$ cat config.mk
export PLATFORM = sky130hd
export DESIGN_NAME = imm_extend_pipe
export DESIGN_NICKNAME = d
export VERILOG_FILES = /design/src/rtl/imm_extend_pipe.sv
export SDC_FILE = /design/constraint.sdc
export NUM_CORES = 1
export LEC_CHECK = 0
export CAP_MARGIN = 0
export CORE_MARGIN = 3
export CORE_UTILIZATION = 45
export DETAILED_ROUTE_END_ITERATION = 8
export DONT_BUFFER_PORTS = 1
export PLACE_DENSITY = 0.59
export SYNTH_ARGS = -nofsm -noshare
export SYNTH_HDL_FRONTEND = slang
export SYNTH_SLANG_ARGS = --single-unit
export TNS_END_PERCENT = 20
$ cat constraint.sdc
create_clock -name clk -period 2.1 [get_ports clk]
set_input_delay 0.21 -clock clk [delete_from_list [all_inputs] [get_ports clk]]
set_output_delay 0.21 -clock clk [all_outputs]
set_load 0.05 [all_outputs]
$ cat src/rtl/imm_extend_pipe.sv
// Decode-stage immediate generator with a 2-entry skid output.
// Extends at the input and stores only the extended payload.
module imm_extend_pipe #(
    parameter int XLEN  = 32,
    parameter int TAG_W = 32,
    parameter int CNT_W = 16
) (
    input  logic             clk,
    input  logic             rst_n,
    input  logic             flush,
    input  logic             in_valid,
    output logic             in_ready,
    input  logic [31:0]      in_instr,
    input  logic [2:0]       in_imm_src,
    input  logic [TAG_W-1:0] in_tag,
    output logic             out_valid,
    input  logic             out_ready,
    output logic [XLEN-1:0]  out_imm,
    output logic [TAG_W-1:0] out_tag,
    output logic             out_illegal,
    output logic [CNT_W-1:0] illegal_cnt
);

    logic             s;
    logic [XLEN-1:0]  immNext;
    logic             illNext;
    logic             accept;
    logic             skidValid;
    logic [XLEN-1:0]  skidImm;
    logic [TAG_W-1:0] skidTag;
    logic             skidIll;
    logic             unusedInstr;

    assign s           = in_instr[31];
    assign unusedInstr = ^in_instr[6:0];
    assign illNext     = (in_imm_src[2:1] == 2'b11);
    assign in_ready    = ~skidValid;
    assign accept      = in_valid & ~skidValid;

    // U keeps b31 as its own top bit so XLEN=32 needs no zero-width fill
    always_comb begin
        immNext = '0;
        unique case (1'b1)
            (in_imm_src == 3'b000):
                immNext = {{(XLEN-12){s}}, in_instr[31:20]};
            (in_imm_src == 3'b001):
                immNext = {{(XLEN-12){s}}, in_instr[31:25],
                           in_instr[11:7]};
            (in_imm_src == 3'b010):
                immNext = {{(XLEN-12){s}}, in_instr[7],
                           in_instr[30:25], in_instr[11:8], 1'b0};
            (in_imm_src == 3'b011):
                immNext = {{(XLEN-20){s}}, in_instr[19:12],
                           in_instr[20], in_instr[30:21], 1'b0};
            (in_imm_src == 3'b100):
                immNext = {{(XLEN-31){s}}, in_instr[30:12], 12'b0};
            (in_imm_src == 3'b101):
                immNext = {{(XLEN-5){1'b0}}, in_instr[19:15]};
            default:
                immNext = '0;
        endcase
    end

    always_ff @(posedge clk or negedge rst_n) begin
        if (!rst_n) begin
            out_valid   <= 1'b0;
            out_imm     <= '0;
            out_tag     <= '0;
            out_illegal <= 1'b0;
            skidValid   <= 1'b0;
            skidImm     <= '0;
            skidTag     <= '0;
            skidIll     <= 1'b0;
        end else if (flush) begin
            out_valid <= 1'b0;
            skidValid <= 1'b0;
        end else if (!out_valid || out_ready) begin
            if (skidValid) begin
                out_valid   <= 1'b1;
                out_imm     <= skidImm;
                out_tag     <= skidTag;
                out_illegal <= skidIll;
                skidValid   <= 1'b0;
            end else begin
                out_valid <= accept;
                if (accept) begin
                    out_imm     <= immNext;
                    out_tag     <= in_tag;
                    out_illegal <= illNext;
                end
            end
        end else if (accept) begin
            skidValid <= 1'b1;
            skidImm   <= immNext;
            skidTag   <= in_tag;
            skidIll   <= illNext;
        end
    end

    always_ff @(posedge clk or negedge rst_n) begin
        if (!rst_n) begin
            illegal_cnt <= '0;
        end else if (accept && illNext && !flush
                     && illegal_cnt != '1) begin
            illegal_cnt <= illegal_cnt + 1'b1;
        end
    end

endmodule

==> results of run 1 <==
[synth_stat cells (4+ instances only)]
| cell | count |
|---|---|
| dfrtp_1 | 148 |
| nand2_1 | 127 |
| o21ai_0 | 106 |
| mux2i_1 | 38 |
| mux2_4 | 32 |
| clkbuf_1 | 27 |
| a21oi_1 | 17 |
| xnor2_1 | 14 |
| nand3_1 | 13 |
| o21ai_1 | 13 |
| and2_1 | 11 |
| buf_2 | 9 |
| nand2b_1 | 9 |
| nor2_1 | 9 |
| nor3_1 | 9 |
| o211ai_1 | 8 |
| nor4_1 | 7 |
| nor4bb_1 | 7 |
| and3_1 | 5 |
| buf_1 | 5 |
| buf_6 | 5 |
| nand4_1 | 5 |
| a2bb2oi_1 | 4 |
[where the power goes]
group	switching, mW	internal [mW]	leakage (nW)
combinational	0.558	0.564	1.45
sequential	1.04	3.35	1.89
clock	1.12	2.07	0.310
[sequential cells by signal, indices dropped and copies added (netlist names), 16 cells and up]
| register | flops |
|---|---|
| out_tag | 32 |
| skidTag | 32 |
| illegal_cnt | 16 |
| skidImm | 32 |
| out_imm | 32 |
[cell type report]
cell class | count | area (um^2)
Fill cell | 1264 | 6526
Timing Repair Buffer | 72 | 685.7
Inverter | 1 | 3.754
Sequential cell | 148 | 3705
Multi-Input combinational cell | 461 | 2919
Clock inverter | 10 | 152.6
Antenna cell | 1 | 2.502
Tap cell | 184 | 230.2
Clock buffer | 22 | 474.2
[final timing paths]
kind | end | slack (ns) | cells past startpoint
worst max register to register | out_imm[3] | 0.25 | 6
min in group clk | out_tag[26] | 0.02 | 2
worst min register to register | skidImm[14] | 0.48 | 2
worst max-delay path | out_imm[3] | 0.25 | 6
worst min-delay path | illegal_cnt[6] | -0.50 | 0
max in group asynchronous | skidTag[1] | 2.23 | 0
[layer usage]
metal / track usage, % / vias to the layer above
met1: 25.71 / 2458
met3: 8.079 / 16
met2: 33.08 / 156
met4: 5.806 / 0
li1: - / 2382
met5: 0 / -
[logic make-up (layout without fill, tap and decap cells)]
group / after synthesis / after routing
other cells: 0 / 1
flops: 148 / 148
buf+inv: 47 / 105
xor+xnor: 15 / 15
simple gates: 218 / 218
compound gates: 155 / 155
fa+ha+maj: 1 / 1
mux: 72 / 72
[per-stage QoR]
step	setup slack [ns]	util, %	instances	hold slack [ns]
2_1_floorplan	0.02147	-	656	-0.08559
3_3_place_gp	0.2832	48.39	823	-0.08020
3_5_place_dp	0.2417	48.39	823	-0.08117
4_1_cts	0.2395	55.58	898	-0.5262
5_1_grt	0.1321	55.60	899	-0.5347
6_report	0.2477	55.60	899	-0.5047
==> metrics, run 1 <==
CP Class=flip-flop to flip-flop; largest net degree at the start of global routing=149; clock-pin slew of the registers on the worst-case setup and hold paths=0.06 ns; Arr. time, crit path=2.13 ns; #FFs+latches synth=148; Final HPWL DP=10.77 mm; DR vias/cell=5.575; Period Utilization, post-route=88.21%; Compound-Gate Fraction of Synth Area=12.13%; Post-Synth XOR/XNOR Area=1.921%; Slew Viols, Final=0; violated checks=hold timing; post-route ant nets=0; drt total wl=16.77 mm; crit path cell chain=buf_4 -> nor2_1 -> or3_2 -> buf_12 -> nand2_1 -> o211ai_1; commonest non-fill, non-tap cell in the layout=dfrtp_1; Initial Utilization=46.53%; GRT Total Usage=20.48%; deepest clock path buffer count=2; Hold WC Path Type=primary input to async pin; CTS H-tree depth=4; Synth area leaders=dfrtp_1 (54%), o21ai_0 (7.8%), mux2_4 (7.0%), nand2_1 (7.0%), mux2i_1 (5.6%); CTS buffer count=17; Max-Cap Viols=0; Max VDD drop=0.5719 mV; Max transition margin=37.00%; met3 WL=1.350 mm; DRC Markers=0; met2 wire length=8.198 mm; initial antenna violation count=1; Buf/Inv on CP=2; dominant synthesized flop cell=dfrtp_1; Syn Area/Cell=10.43 um^2; core area=14700 um^2; cts hold-fix bufs=43; placed cell areas=7113 um^2; CP max stage delay=0.48 ns; syn nets=729; Worst Path Required=2.37 ns; Slowest cell on crit path=or3_2; Layout Nets=774; first-pass GRT wire length=27.17 mm; Setup Buffers After CTS=0; Die Wd=129.3 um; Final Skew=0.005953 ns; WL/cell=18.66 um; Clock Sinks=148; Placement Rows=44; DIE AREA=16710 um^2; post_cts resized=0; Setup crit start=skidValid; Post-Syn Instances=656; FMAX=539.9 MHz; hold_ws=-0.5047 ns; IO buf count=0; Fin. Hold Viols=148; Ports=155; Simple-Gate Fraction of Synth Area=15.40%; Cell Area, Synth=6839 um^2; pwr dens=1066 nW/um^2; total power=8.713 mW; EDFF count, synth=0; Unique masters post-synth=43; TritonCTS clock tree=done; CP delay by family, top=simple AND/OR/NAND/NOR gates; largest family of logic cells by synthesized area=simple AND/OR/NAND/NOR gates; status=complete, but fails checks; Worst Setup Start Kind=flip-flop; Ys Warns=0; crit path time final=1.852 ns; Placer Congestion=0.7942; Synth top area share=54.15%; final setup fails=0; RSZ-0062 raised after global routing=false; ys async rst share=100.0%; critical path peak fanout=80; adder-cell area share of the yosys netlist=0.1829%; drt pass-1 iters=4; post-route cell area=8173 um^2; leakage power=3.645 nW; Overflow after GRT=0; number of global-route vias before repair=5239; register area share after synthesis=54.15%; fraction of layout cells with a size suffix above 1=14.29%; clk_lat worst skew=0.41 ns; total number of vias=5012; TNS Setup=0 ns; Die H=129.3 um; P&R area growth vs syn=19.50%; Root Driver=clkbuf_16; mux cell area share after synthesis=12.92%; highest metal used=met4; most frequent cells in the layout=dfrtp_1 (147), nand2_1 (127), o21ai_0 (106); metal1 wirelength=7.073 mm; drt initial violations=309; launching point of the worst reg2reg path=skidValid; post-synth top area cell=dfrtp_1; Tightest Pin Transition=0.9430 ns; Crit. End Element=flip-flop
Note: power is estimated with default switching activity, not from simulation.
==> inputs of run 2 (changes only) <==
--- a/config.mk
+++ b/config.mk
@@ -5,12 +5,14 @@
 export SDC_FILE = /design/constraint.sdc
 export NUM_CORES = 1
 export LEC_CHECK = 0
+export ABC_AREA = 1
 export CAP_MARGIN = 0
 export CORE_MARGIN = 3
 export CORE_UTILIZATION = 45
 export DETAILED_ROUTE_END_ITERATION = 8
 export DONT_BUFFER_PORTS = 1
 export PLACE_DENSITY = 0.59
+export RECOVER_POWER = 50
 export SYNTH_ARGS = -nofsm -noshare
 export SYNTH_HDL_FRONTEND = slang
 export SYNTH_SLANG_ARGS = --single-unit
==> run 2 against run 1 <==
Net effect: the run still ends with hold timing left; sequential share of layout area rose by 0.61 points; combinational power fell by 4%; flip-flop and latch count unchanged; routed wire length grew 4.7%; non-clock buffer count down 6; register-to-register slack barely moved; clock skew decreased by 0.0010 ns; critical path depth decreased by 3; via count grew 14%; synthesized area is 0.60% higher; fmax is 6.1% lower; largest power group unchanged; largest cell class unchanged.
==> metrics, run 2 <==
initial antenna violation count=0; TritonCTS clock tree=done; FMAX=507.2 MHz; post-route ant nets=0; P&R area growth vs syn=17.20%; cts hold-fix bufs=41; total number of vias=5699; drt total wl=17.56 mm; Slew Viols, Final=0; violated checks=hold timing; commonest non-fill, non-tap cell in the layout=nand2_1; fin worst setup slack=0.1284 ns; Post-Syn Instances=856; met3 usage=7.378%; Worst Path Required=1.89 ns; Max transition margin=24.65%; most instantiated cells after synthesis=nand2_1 (328), dfrtp_1 (148), nor2_1 (111), o21ai_0 (49), o31ai_1 (38); pwr dens=1048 nW/um^2; Tightest Pin Transition=1.129 ns; Period Utilization, post-route=93.89%; hold_ws=-0.5081 ns; Overflow after GRT=0; fin util=54.66%; Fin. Hold Viols=148; ys async rst share=100.0%; Synth area leaders=dfrtp_1 (54%), nand2_1 (18%), nor2_1 (6.1%), o31ai_1 (4.1%), o21ai_0 (3.6%); final setup fails=0; Placement Rows=44; Cell Area, Synth=6880 um^2; DIE AREA=16810 um^2; RSZ-0062 raised after global routing=false; Die H=129.7 um; critical path peak fanout=25; non-filler cells, final=1092; Ys Warns=0; Setup Buffers After CTS=0; Arr. time, crit path=1.76 ns; Crit. End Element=primary output; met2 usage=35.91%; Worst Setup Start Kind=flip-flop; Root Driver=clkbuf_16; Max-Cap Viols=0; TNS Setup=0 ns; Max VDD drop=0.5453 mV; core area=14750 um^2; post-route cell area=8064 um^2; drt initial violations=435; EDFF count, synth=0; clock-pin slew of the registers on the worst-case setup and hold paths=0.06 ns; Placer Congestion=0.8236; GRT Total Usage=21.89%; deepest clock path buffer count=2; # diodes=0; placed cell areas=7097 um^2; IO buf count=0; Hold WC Path Type=primary input to async pin; status=complete, but fails checks; Initial Utilization=46.63%; count leader, synth=nand2_1; M1 GR Usage=27.52%; WL/cell=16.08 um; Synth top area share=53.83%; largest net degree at the start of global routing=149; DRC Markers=0; syn nets=929; fraction of layout cells with a size suffix above 1=7.709%; Filler cells=1398; number of global-route vias before repair=5609; Clock Sinks=148; busiest metal layer after global routing=met2; drt pass-1 iters=5; area of the multi-input gates=2790 um^2; #FFs+latches synth=148; Unique masters post-synth=32; Die Wd=129.7 um; register area=3705 um^2; Layout Nets=970; DR vias/cell=5.219; CTS buffer count=17; dominant synthesized flop cell=dfrtp_1; most frequent cells in the layout=nand2_1 (328), dfrtp_1 (147), nor2_1 (111); leakage power=4.036 nW; post-synth top area cell=dfrtp_1; Final HPWL DP=11.24 mm; DP Cell Count=1021; DP Worst Slack=0.2238 ns; CP Class=flip-flop to primary output; total power=8.449 mW; Final Skew=0.004945 ns; crit path time final=1.972 ns; first-pass GRT wire length=28.83 mm; CTS H-tree depth=4; Syn Area/Cell=8.038 um^2; clk_lat worst skew=0.41 ns; register area share after synthesis=53.83%; Ports=155
-- run 2: timing repair --
action	4_1_cts	5_1_grt
endpoints found under the hold margin	224	148
endpoints found under the setup margin	0	1
resized for setup	0	1
-- run 2: path summary, 6_finish.rpt --
check,from,to,slack (ns),cells after the start
min reg2reg,skidTag[4],skidTag[4],0.47,2
min,rst_n,out_tag[17],-0.51,0
max reg2reg,illegal_cnt[11],illegal_cnt[13],0.26,8
max,skidValid,in_ready,0.13,3
max in group asynchronous,rst_n,out_imm[18],2.46,0
min in group clk,in_tag[15],out_tag[15],0.02,2
-- run 2: metal layers --
metal	vias to the layer above	share of wire, %
met5	-	0
met4	0	1.2
met3	16	7.3
met2	171	48
met1	2703	43
li1	2809	-
-- run 2: cell type report --
type	count	share of cell area (%)
clock inverter	8	1.257
timing repair buffer	66	7.401
sequential	148	45.94
clock buffer	22	6.005
inverter	41	1.939
multi-input combinational	623	34.60
tap	184	2.855
-- run 2: critical path, stage by stage (launching register included) --
cell,delay (ns)
dfrtp_2,0.55
clkinv_2,0.28
buf_4,0.29
buf_4,0.22
-- run 2: power by group --
part / switching [mW] / internal (mW)
clock: 1.13 / 1.86
sequential: 1.04 / 3.35
combinational: 0.656 / 0.413
-- run 2: kinds of logic after synthesis --
group                    Yosys count  synth area share, %
AO/OA/AOI/OAI                    125                10.78
adder cells (fa/ha/maj)            1               0.1818
XOR/XNOR                          11                1.400
AND/OR/NAND/NOR                  486                28.24
flip-flops                       148                53.83
buffers and inverters             85                5.565
